--- config.mk ---
export PLATFORM = sky130hd
export DESIGN_NAME = vga_stream_sink
export DESIGN_NICKNAME = d
export VERILOG_FILES = /design/src/rtl/vga_pkg.sv /design/src/rtl/vga_timing_gen.sv /design/src/rtl/vga_stream_sink.sv
export SDC_FILE = /design/constraint.sdc
export NUM_CORES = 1
export LEC_CHECK = 0
export CORE_UTILIZATION = 46
export CTS_BUF_LIST = sky130_fd_sc_hd__clkbuf_4 sky130_fd_sc_hd__clkbuf_8 sky130_fd_sc_hd__clkbuf_16
export CTS_CLUSTER_DIAMETER = 100
export DETAILED_ROUTE_END_ITERATION = 8
export GPL_ROUTABILITY_DRIVEN = 0
export PLACE_DENSITY = 0.74
export SLEW_MARGIN = 20
export SYNTH_ARGS = -nofsm -noshare
export SYNTH_HDL_FRONTEND = slang
export SYNTH_SLANG_ARGS = --single-unit
--- constraint.sdc ---
create_clock -name clk -period 1.8 [get_ports clk]
set_clock_uncertainty 0.05 [all_clocks]
set_input_delay 0.36 -clock clk [delete_from_list [all_inputs] [get_ports clk]]
set_output_delay 0.36 -clock clk [all_outputs]
set_load 0.1 [all_outputs]
--- src/rtl/vga_pkg.sv ---
// rtl/vga_pkg.sv - VGA sink timing defaults and shared types
package vga_pkg;

  localparam int H_ACTIVE = 640;
  localparam int H_FP     = 16;
  localparam int H_SYNC   = 96;
  localparam int H_BP     = 48;
  localparam int V_ACTIVE = 480;
  localparam int V_FP     = 10;
  localparam int V_SYNC   = 2;
  localparam int V_BP     = 33;

  localparam int H_TOTAL = H_ACTIVE + H_FP + H_SYNC + H_BP;
  localparam int V_TOTAL = V_ACTIVE + V_FP + V_SYNC + V_BP;

  typedef struct packed {
    logic [3:0] r;
    logic [3:0] g;
    logic [3:0] b;
  } rgb444_t;

  typedef enum logic {
    ALIGN  = 1'b0,
    LOCKED = 1'b1
  } sink_state_t;

endpackage

--- src/rtl/vga_timing_gen.sv ---
// rtl/vga_timing_gen.sv - raster counters and VGA timing decode
module vga_timing_gen #(
  parameter int H_ACTIVE = vga_pkg::H_ACTIVE,
  parameter int H_FP     = vga_pkg::H_FP,
  parameter int H_SYNC   = vga_pkg::H_SYNC,
  parameter int H_BP     = vga_pkg::H_BP,
  parameter int V_ACTIVE = vga_pkg::V_ACTIVE,
  parameter int V_FP     = vga_pkg::V_FP,
  parameter int V_SYNC   = vga_pkg::V_SYNC,
  parameter int V_BP     = vga_pkg::V_BP
) (
  input  logic clk,
  input  logic reset,
  output logic active,
  output logic first_px,
  output logic last_px,
  output logic hs_raw,
  output logic vs_raw
);
  import vga_pkg::*;

  localparam int HTOT = H_ACTIVE + H_FP + H_SYNC + H_BP;
  localparam int VTOT = V_ACTIVE + V_FP + V_SYNC + V_BP;
  localparam int HW   = $clog2(HTOT);
  localparam int VW   = $clog2(VTOT);

  logic [HW-1:0] h_cnt;
  logic [VW-1:0] v_cnt;
  logic          h_wrap;
  logic          v_wrap;

  assign h_wrap = (h_cnt == HW'(HTOT - 1));
  assign v_wrap = (v_cnt == VW'(VTOT - 1));

  always_ff @(posedge clk or negedge reset) begin
    if (!reset) begin
      h_cnt <= '0;
      v_cnt <= '0;
    end else if (h_wrap) begin
      h_cnt <= '0;
      v_cnt <= v_wrap ? '0 : v_cnt + 1'b1;
    end else begin
      h_cnt <= h_cnt + 1'b1;
    end
  end

  assign active   = (h_cnt < HW'(H_ACTIVE)) && (v_cnt < VW'(V_ACTIVE));
  assign first_px = (h_cnt == '0) && (v_cnt == '0);
  assign last_px  = (h_cnt == HW'(H_ACTIVE - 1)) && (v_cnt == VW'(V_ACTIVE - 1));
  assign hs_raw   = !((h_cnt >= HW'(H_ACTIVE + H_FP)) && (h_cnt < HW'(H_ACTIVE + H_FP + H_SYNC)));
  assign vs_raw   = !((v_cnt >= VW'(V_ACTIVE + V_FP)) && (v_cnt < VW'(V_ACTIVE + V_FP + V_SYNC)));

endmodule

--- src/rtl/vga_stream_sink.sv ---
// rtl/vga_stream_sink.sv - paces a one-frame-per-packet RGB444 stream onto VGA pins
module vga_stream_sink #(
  parameter int H_ACTIVE = vga_pkg::H_ACTIVE,
  parameter int H_FP     = vga_pkg::H_FP,
  parameter int H_SYNC   = vga_pkg::H_SYNC,
  parameter int H_BP     = vga_pkg::H_BP,
  parameter int V_ACTIVE = vga_pkg::V_ACTIVE,
  parameter int V_FP     = vga_pkg::V_FP,
  parameter int V_SYNC   = vga_pkg::V_SYNC,
  parameter int V_BP     = vga_pkg::V_BP
) (
  input  logic        clk,
  input  logic        reset,
  input  logic [11:0] data_in,
  input  logic        sop_in,
  input  logic        eop_in,
  input  logic        valid_in,
  output logic        ready_out,
  output logic [3:0]  vga_r,
  output logic [3:0]  vga_g,
  output logic [3:0]  vga_b,
  output logic        vga_hs,
  output logic        vga_vs,
  output logic        vga_blank_n,
  output logic        locked,
  output logic        sync_err
);
  import vga_pkg::*;

  logic        active, first_px, last_px, hs_raw, vs_raw;
  sink_state_t state, state_nxt;
  logic        ready, show, err_nxt;
  rgb444_t     pix;

  vga_timing_gen #(
    .H_ACTIVE(H_ACTIVE), .H_FP(H_FP), .H_SYNC(H_SYNC), .H_BP(H_BP),
    .V_ACTIVE(V_ACTIVE), .V_FP(V_FP), .V_SYNC(V_SYNC), .V_BP(V_BP)
  ) u_timing (
    .clk      (clk),
    .reset    (reset),
    .active   (active),
    .first_px (first_px),
    .last_px  (last_px),
    .hs_raw   (hs_raw),
    .vs_raw   (vs_raw)
  );

  // While locked, blanking simply stalls upstream; a waiting sop is not a fault there.
  always_comb begin
    ready     = 1'b0;
    show      = 1'b0;
    err_nxt   = 1'b0;
    state_nxt = state;
    case (state)
      ALIGN: begin
        ready = !(valid_in && sop_in);
        if (first_px && valid_in && sop_in) begin
          ready     = 1'b1;
          show      = 1'b1;
          state_nxt = LOCKED;
        end
      end
      LOCKED: begin
        if (active) begin
          ready = 1'b1;
          if (!valid_in) begin
            err_nxt   = 1'b1;
            state_nxt = ALIGN;
          end else if (sop_in && !first_px) begin
            ready     = 1'b0;
            err_nxt   = 1'b1;
            state_nxt = ALIGN;
          end else begin
            show = 1'b1;
            if ((first_px && !sop_in) || (eop_in && !last_px) || (last_px && !eop_in)) begin
              err_nxt   = 1'b1;
              state_nxt = ALIGN;
            end
          end
        end
      end
      default: state_nxt = ALIGN;
    endcase
  end

  assign ready_out = ready && reset;

  always_ff @(posedge clk or negedge reset) begin
    if (!reset) begin
      state       <= ALIGN;
      pix         <= '0;
      vga_hs      <= 1'b1;
      vga_vs      <= 1'b1;
      vga_blank_n <= 1'b0;
      sync_err    <= 1'b0;
    end else begin
      state       <= state_nxt;
      pix         <= show ? rgb444_t'(data_in) : '0;
      vga_hs      <= hs_raw;
      vga_vs      <= vs_raw;
      vga_blank_n <= active;
      sync_err    <= err_nxt;
    end
  end

  assign vga_r  = pix.r;
  assign vga_g  = pix.g;
  assign vga_b  = pix.b;
  assign locked = (state == LOCKED);

endmodule

After elaboration in Yosys (flattened, before gate mapping)
Index checks and enable logic that the tools add are counted. W data, S select, Z words.

Bitwise logic cells: 1. Mux-type cells: 22. $lt $le $gt $ge: 6. Reduce and logical (&&, ||, !) cells: 24. $add $sub $neg: 2. Equal/unequal tests: 4.

Operators by type and width (count): $eq A10 B10 Y1 const B (3); $add A10 B1 Y10 const B (2); $logic_not A10 Y1 (2); $lt A10 B10 Y1 const B (2); $lt A10 B9 Y1 const B (2); $mux W10 (2); $mux W1 (16); $logic_and A1 B1 Y1 (13); $mux W12 (1); $eq A10 B9 Y1 const B (1); $ge A10 B10 Y1 const B (1); $ge A10 B9 Y1 const B (1); $logic_not A1 Y1 (7); $pmux W1 S2 (3); $logic_or A1 B1 Y1 (2); $not A1 Y1 (1).

Word-level logic and storage cells: 69. Bits of input ports: 17. Flip-flop bits (word level): 37. Output and inout port bits: 18.

Logic depth before layout (Yosys ltp)
Word-level depth: 11. Mapped depth: 8. Mapped depth without buffers: 7.

Modules after synthesis
A second synthesis with hierarchy kept.

Cell total of the unflattened synthesis: 155. Area, all modules: 1725.4 um^2.

By module, submodules not included: vga_timing_gen (cells each 109, seq. area each 500.5 um^2, area an instance 1116.1 um^2, times used 1); vga_stream_sink (cells each 46, seq. area each 427.9 um^2, area an instance 609.3 um^2, times used 1).

Worst setup path after synthesis
Ideal clock, no wire load.

Path kind: register -> output. From: register u_timing.v_cnt[5]. To: output port ready_out. Arrival: 2.154 ns. Path slack: -0.764 ns. Buffers on the path: 1. Data required time: 1.390 ns. Stages on the path, launching flop included: 6. Cell sequence: dfrtp_1 -> buf_6 -> or4_4 -> or2_4 -> nor3_4 -> o211a_1.

Word-level cells in the longest chain between the ends: 9. Elaborated cells between the ends (all ways): 14. Those cells by class: order compare (1); mux (5); reduce/logical (8).

Ends and longest elaborated chain: start: declaration (line vga_timing_gen.sv:28) `logic [VW-1:0] v_cnt;`; start signal: assignment (line vga_timing_gen.sv:41) `v_cnt <= v_wrap ? '0 : v_cnt + 1'b1;`; branches (longest 7 deep; another with $lt A10 B9 Y1); $pmux W1 S2 * (line vga_stream_sink.sv:54) `case (state)`; $logic_and A1 B1 Y1 * (line vga_stream_sink.sv:86) `assign ready_out = ready && reset;`; end: declaration (line vga_stream_sink.sv:18) `output logic ready_out,`.

Every way passes the cells marked *.

Worst setup path in the final report
From: register u_timing.v_cnt[7]. To: output port ready_out.

Same word-level chain as after synthesis.

==> qor_table.md <==
| Step | Quantity | Value |
|:---|:---|:---|
| timing | Slew @ Worst Pin | 0.4775 ns |
| worst hold path | Min-delay src | u_timing.h_cnt[6] |
| cts | Number of clock sinks seen by CTS | 37 |
| drt | DRC Markers | 0 |
| layout | Nets | 273 |
| floorplanning | Floorplan die area | 4165 um^2 |
| drt | Number of iterations in the first detailed-routing pass | 4 |
| drt | Routed length on met1 | 2152 um |
| floorplanning | Initial core utilization | 48.42% |
| timing | Max Slew Vio Count | 0 |
| timing | Final cycle utilization of the critical path | 137.2% |
| grt | GRT Util Overall | 26.79% |
| drt | Initial DRC count | 131 |
| logic synthesis | Number of distinct library cell variants in the gate-level netlist after synthesis | 35 |
| logic synthesis | Net count of the mapped netlist | 195 |
| drt | Highest routed metal layer | met4 |
| logic synthesis | Synthesized cell area | 1799 um^2 |
| grt | Largest net degree at the start of global routing | 38 |
| power and ir drop | Worst ir drop on vdd | 0.0004962 V |
| cts | Clk Latency, worst-skew pair | 0.30 ns |
| timing | Least setup slack across all paths after layout | -0.6691 ns |
| placement | Worst slack, placed | -0.3007 ns |
| layout | Filler instances | 205 |
| cts | Root buffer selected by CTS | sky130_fd_sc_hd__clkbuf_8 |
| logic synthesis | Number of enable-type register cells in the synthesized netlist | 0 |
| floorplanning | Vertical die dimension | 64.54 um |
| drt | Post-detailed-route wirelength per cell | 18.98 um |
| drt | Wire length reported by the detailed router | 5712 um |
| setup path | Critical register-to-register path startpoint | u_timing.v_cnt[7] |
| floorplanning | Standard-cell rows | 22 |
| logic synthesis | Main area contributors after synthesis | sky130_fd_sc_hd__dfrtp_1 (49%), sky130_fd_sc_hd__and2_2 (5.0%), sky130_fd_sc_hd__o21ai_0 (3.6%) |
| worst hold path | Min-delay worst type | reg -> reg |
| placement | Buffers added on ports | 34 |
| setup path | Crit start category | flop |
| setup path | Startpoint of the worst setup timing path | u_timing.v_cnt[7] |
| grt | Via count of the first global-routing pass | 1679 |
| setup path | Crit path DAT | 2.06 ns |
| power and ir drop | Standby leakage power | 0.001350 uW |
| setup path | Critical Setup Path Class | reg -> out |
| timing | Setup repair after global routing missed its margin | yes |
| logic synthesis | Yosys warnings | 0 |
| logic synthesis | Synth async-reset ratio | 100.0% |
| placement | Cell area after placement | 2587 um^2 |
| power and ir drop | Power per standard cell area | 526.2 nW/um^2 |
| logic synthesis | Commonest cells in the synthesized netlist | sky130_fd_sc_hd__dfrtp_1 (35), sky130_fd_sc_hd__nand2_1 (14), sky130_fd_sc_hd__o21ai_0 (13) |
| timing | Final hold viol count | 0 |
| logic synthesis | Top FF cell, synth | sky130_fd_sc_hd__dfrtp_1 |
| timing | Tightest slew margin relative to the limit | 68.16% |
| setup path | Worst Path Required | 1.39 ns |
| setup path | Flop2flop setup slack | -0.60 ns |
| timing | Min Tclk post-route | 2.469 ns |
| grt | First-pass GRT wire length | 8086 um |
| floorplanning | Top-level I/O count | 35 |
| cts | Clock transition time at the flip-flop clock pins of the worst setup and hold paths | 0.08 ns |
| drt | Met2 layer wire length in the routed design | 2930 um |
| setup path | Maximum fanout count along the critical path | 2 |
| cts | TritonCTS clock tree | done |
| layout | Ratio of cells with drive above 1 in the final layout | 38.34% |
| setup path | Crit path largest cell delay | 0.56 ns |
| cts | Max Root-Sink Buffers | 2 |
| drt | Residual antenna-violating net count after detailed routing | 0 |
| drt | Ratio of routed vias to standard cells | 5.668 |
| setup path | Slowest-stage cell, CP | sky130_fd_sc_hd__or4_4 |
| setup path | Setup crit end kind | output pin |
| floorplanning | X dimension of the die | 64.54 um |
| timing | Highest achievable clock rate | 0.4050 GHz |
| layout | Area of all placed cells without fillers | 2880 um^2 |
| status | Violations in the final reports | negative setup slack |
| setup path | Family of cells with the greatest summed delay on the critical path | simple AND/OR/NAND/NOR gates |
| logic synthesis | Cell accounting for the most synthesized area | sky130_fd_sc_hd__dfrtp_1 |
| drt | Vias after detailed routing | 1706 |
| placement | HPWL after detailed placement | 3552 um |
| cts | Total clock buffers created by CTS | 5 |
| logic synthesis | Cells after synthesis | 174 |
| layout | Area growth from synthesis to layout | 60.08% |
| drt | Detailed-routed wire length on met3 | 349 um |
| layout | Multi-input combinational cell area | 877.1 um^2 |
| logic synthesis | Most frequently used cell type in the post-synthesis netlist | sky130_fd_sc_hd__dfrtp_1 |
| floorplanning | CORE AREA | 3716 um^2 |
| setup path | Worst path buffer plus inverter count | 1 |
| setup path | Chain of cells forming the critical path | or4_4 > or2_4 > nor3_4 > o211a_4 > buf_12 |
| layout | Antenna fix cells | 0 |
| status | Result of the run | complete, but fails checks |
| logic synthesis | Top-area cell type share of the netlist area | 48.68% |
| logic synthesis | Per-instance average area after synthesis | 10.34 um^2 |
| logic synthesis | Register area share after synthesis | 51.60% |
| flow run | Max_cap viols | 0 |
| timing | Endpoints failing setup | 17 |
| grt | Antenna violations before repair | 0 |
| grt | Global route overflow | 0 |
| cts | Maximum level of the CTS H-tree | 2 |
| layout | Register area | 928.4 um^2 |
| logic synthesis | Flip-flop and latch count after synthesis | 37 |
==> area by class of cell <==
class / count / share of cell area [%]
clock buffer: 6 / 2.650
clock inverter: 2 / 0.3475
inverter: 6 / 0.7819
multi-input combinational: 124 / 30.45
sequential: 37 / 32.23
tap: 48 / 2.085
timing repair buffer: 78 / 31.45
==> repair_timing <==
action                                 in CTS  in global routing
setup endpoints to repair                  15                 23
pin swaps                                   6                  4
hold buffers                                0                  0
resized for setup                           9                 16
cloned                                      1                  0
buffers inserted                            6                  9
endpoints found under the hold margin       0                  0
==> layer usage <==
layer	GRT usage [%]	up-vias
li1	-	763
met1	28.11	833
met2	49.08	84
met3	6.690	26
met4	13.61	0
met5	0	-
==> registers in the layout, summed over array words and instances, names as in the netlist <==
register        cells
locked              1
sync_err            1
u_timing.h_cnt     10
u_timing.v_cnt     10
vga_b               4
vga_blank_n         1
vga_g               4
vga_hs              1
vga_r               4
vga_vs              1
==> cell usage in the layout, fill, tap and decap left out, drive strengths merged, types with 2 or more instances in the layout <==
master         synthesis  layout
nand3                 12      12
ha                     4       4
or4                    2       2
and2                  12      12
and4                   2       2
o211a                  3       3
nand2b                 2       2
buf                    2      62
nor3                   6       6
clkinv                 0       2
nor2b                  3       3
nand2                 14      14
xnor2                  4       4
nor4                   3       3
nor2                  12      12
inv                    6       6
dfstp                  2       2
or3                    3       3
nand4                  8       8
clkdlybuf4s50          0      16
and3                   4       4
dfrtp                 35      35
clkbuf                 5       6
o211ai                 2       2
xor2                   7       7
o21ai                 13      13
==> metrics by stage <==
step                      setup TNS (ns)  total power (uW)  util (%)  hold WS, ns  instances
final                             -7.645              1516     77.51       0.5298        301
after global routing              -8.750              1557     77.51       0.5585        301
after CTS                         -5.486              1514     74.81       0.4629        293
after detailed placement          -2.807             935.6     69.63       0.4489        278
after global placement            -1.729             931.1     69.63       0.4393        278
after floorplan                   -1.898             866.2         -      0.01441        174
==> final timing paths <==
kind | to | cells past startpoint
worst min register to register | u_timing.h_cnt[6] | 2
min in group asynchronous | vga_r[1] | 2
worst min-delay path | u_timing.h_cnt[6] | 2
worst max register to register | vga_r[2] | 9
worst max-delay path | ready_out | 5
max in group asynchronous | vga_hs | 2
==> tightest hold or removal path: stages, from the launching register on <==
cell	delay [ns]
sky130_fd_sc_hd__dfrtp_1	0.35
sky130_fd_sc_hd__buf_4	0.13
sky130_fd_sc_hd__xor2_1	0.06
==> power breakdown <==
part | switching [uW] | total (uW) | internal (uW)
Combinational | 46.4 | 91.8 | 45.4
Sequential | 0 | 831 | 831
Clock | 309 | 593 | 284
==> logic make-up (layout without fill, tap and decap cells) <==
logic type,Yosys count,in the layout,synth area share [%]
XOR/XNOR,11,11,5.355
buffers and inverters,13,92,3.547
AO/OA/AOI/OAI,21,21,7.301
AND/OR/NAND/NOR,88,88,29.42
flip-flops,37,37,51.60
adder cells (fa/ha/maj),4,4,2.782
Power figures use the tool's default switching activity.
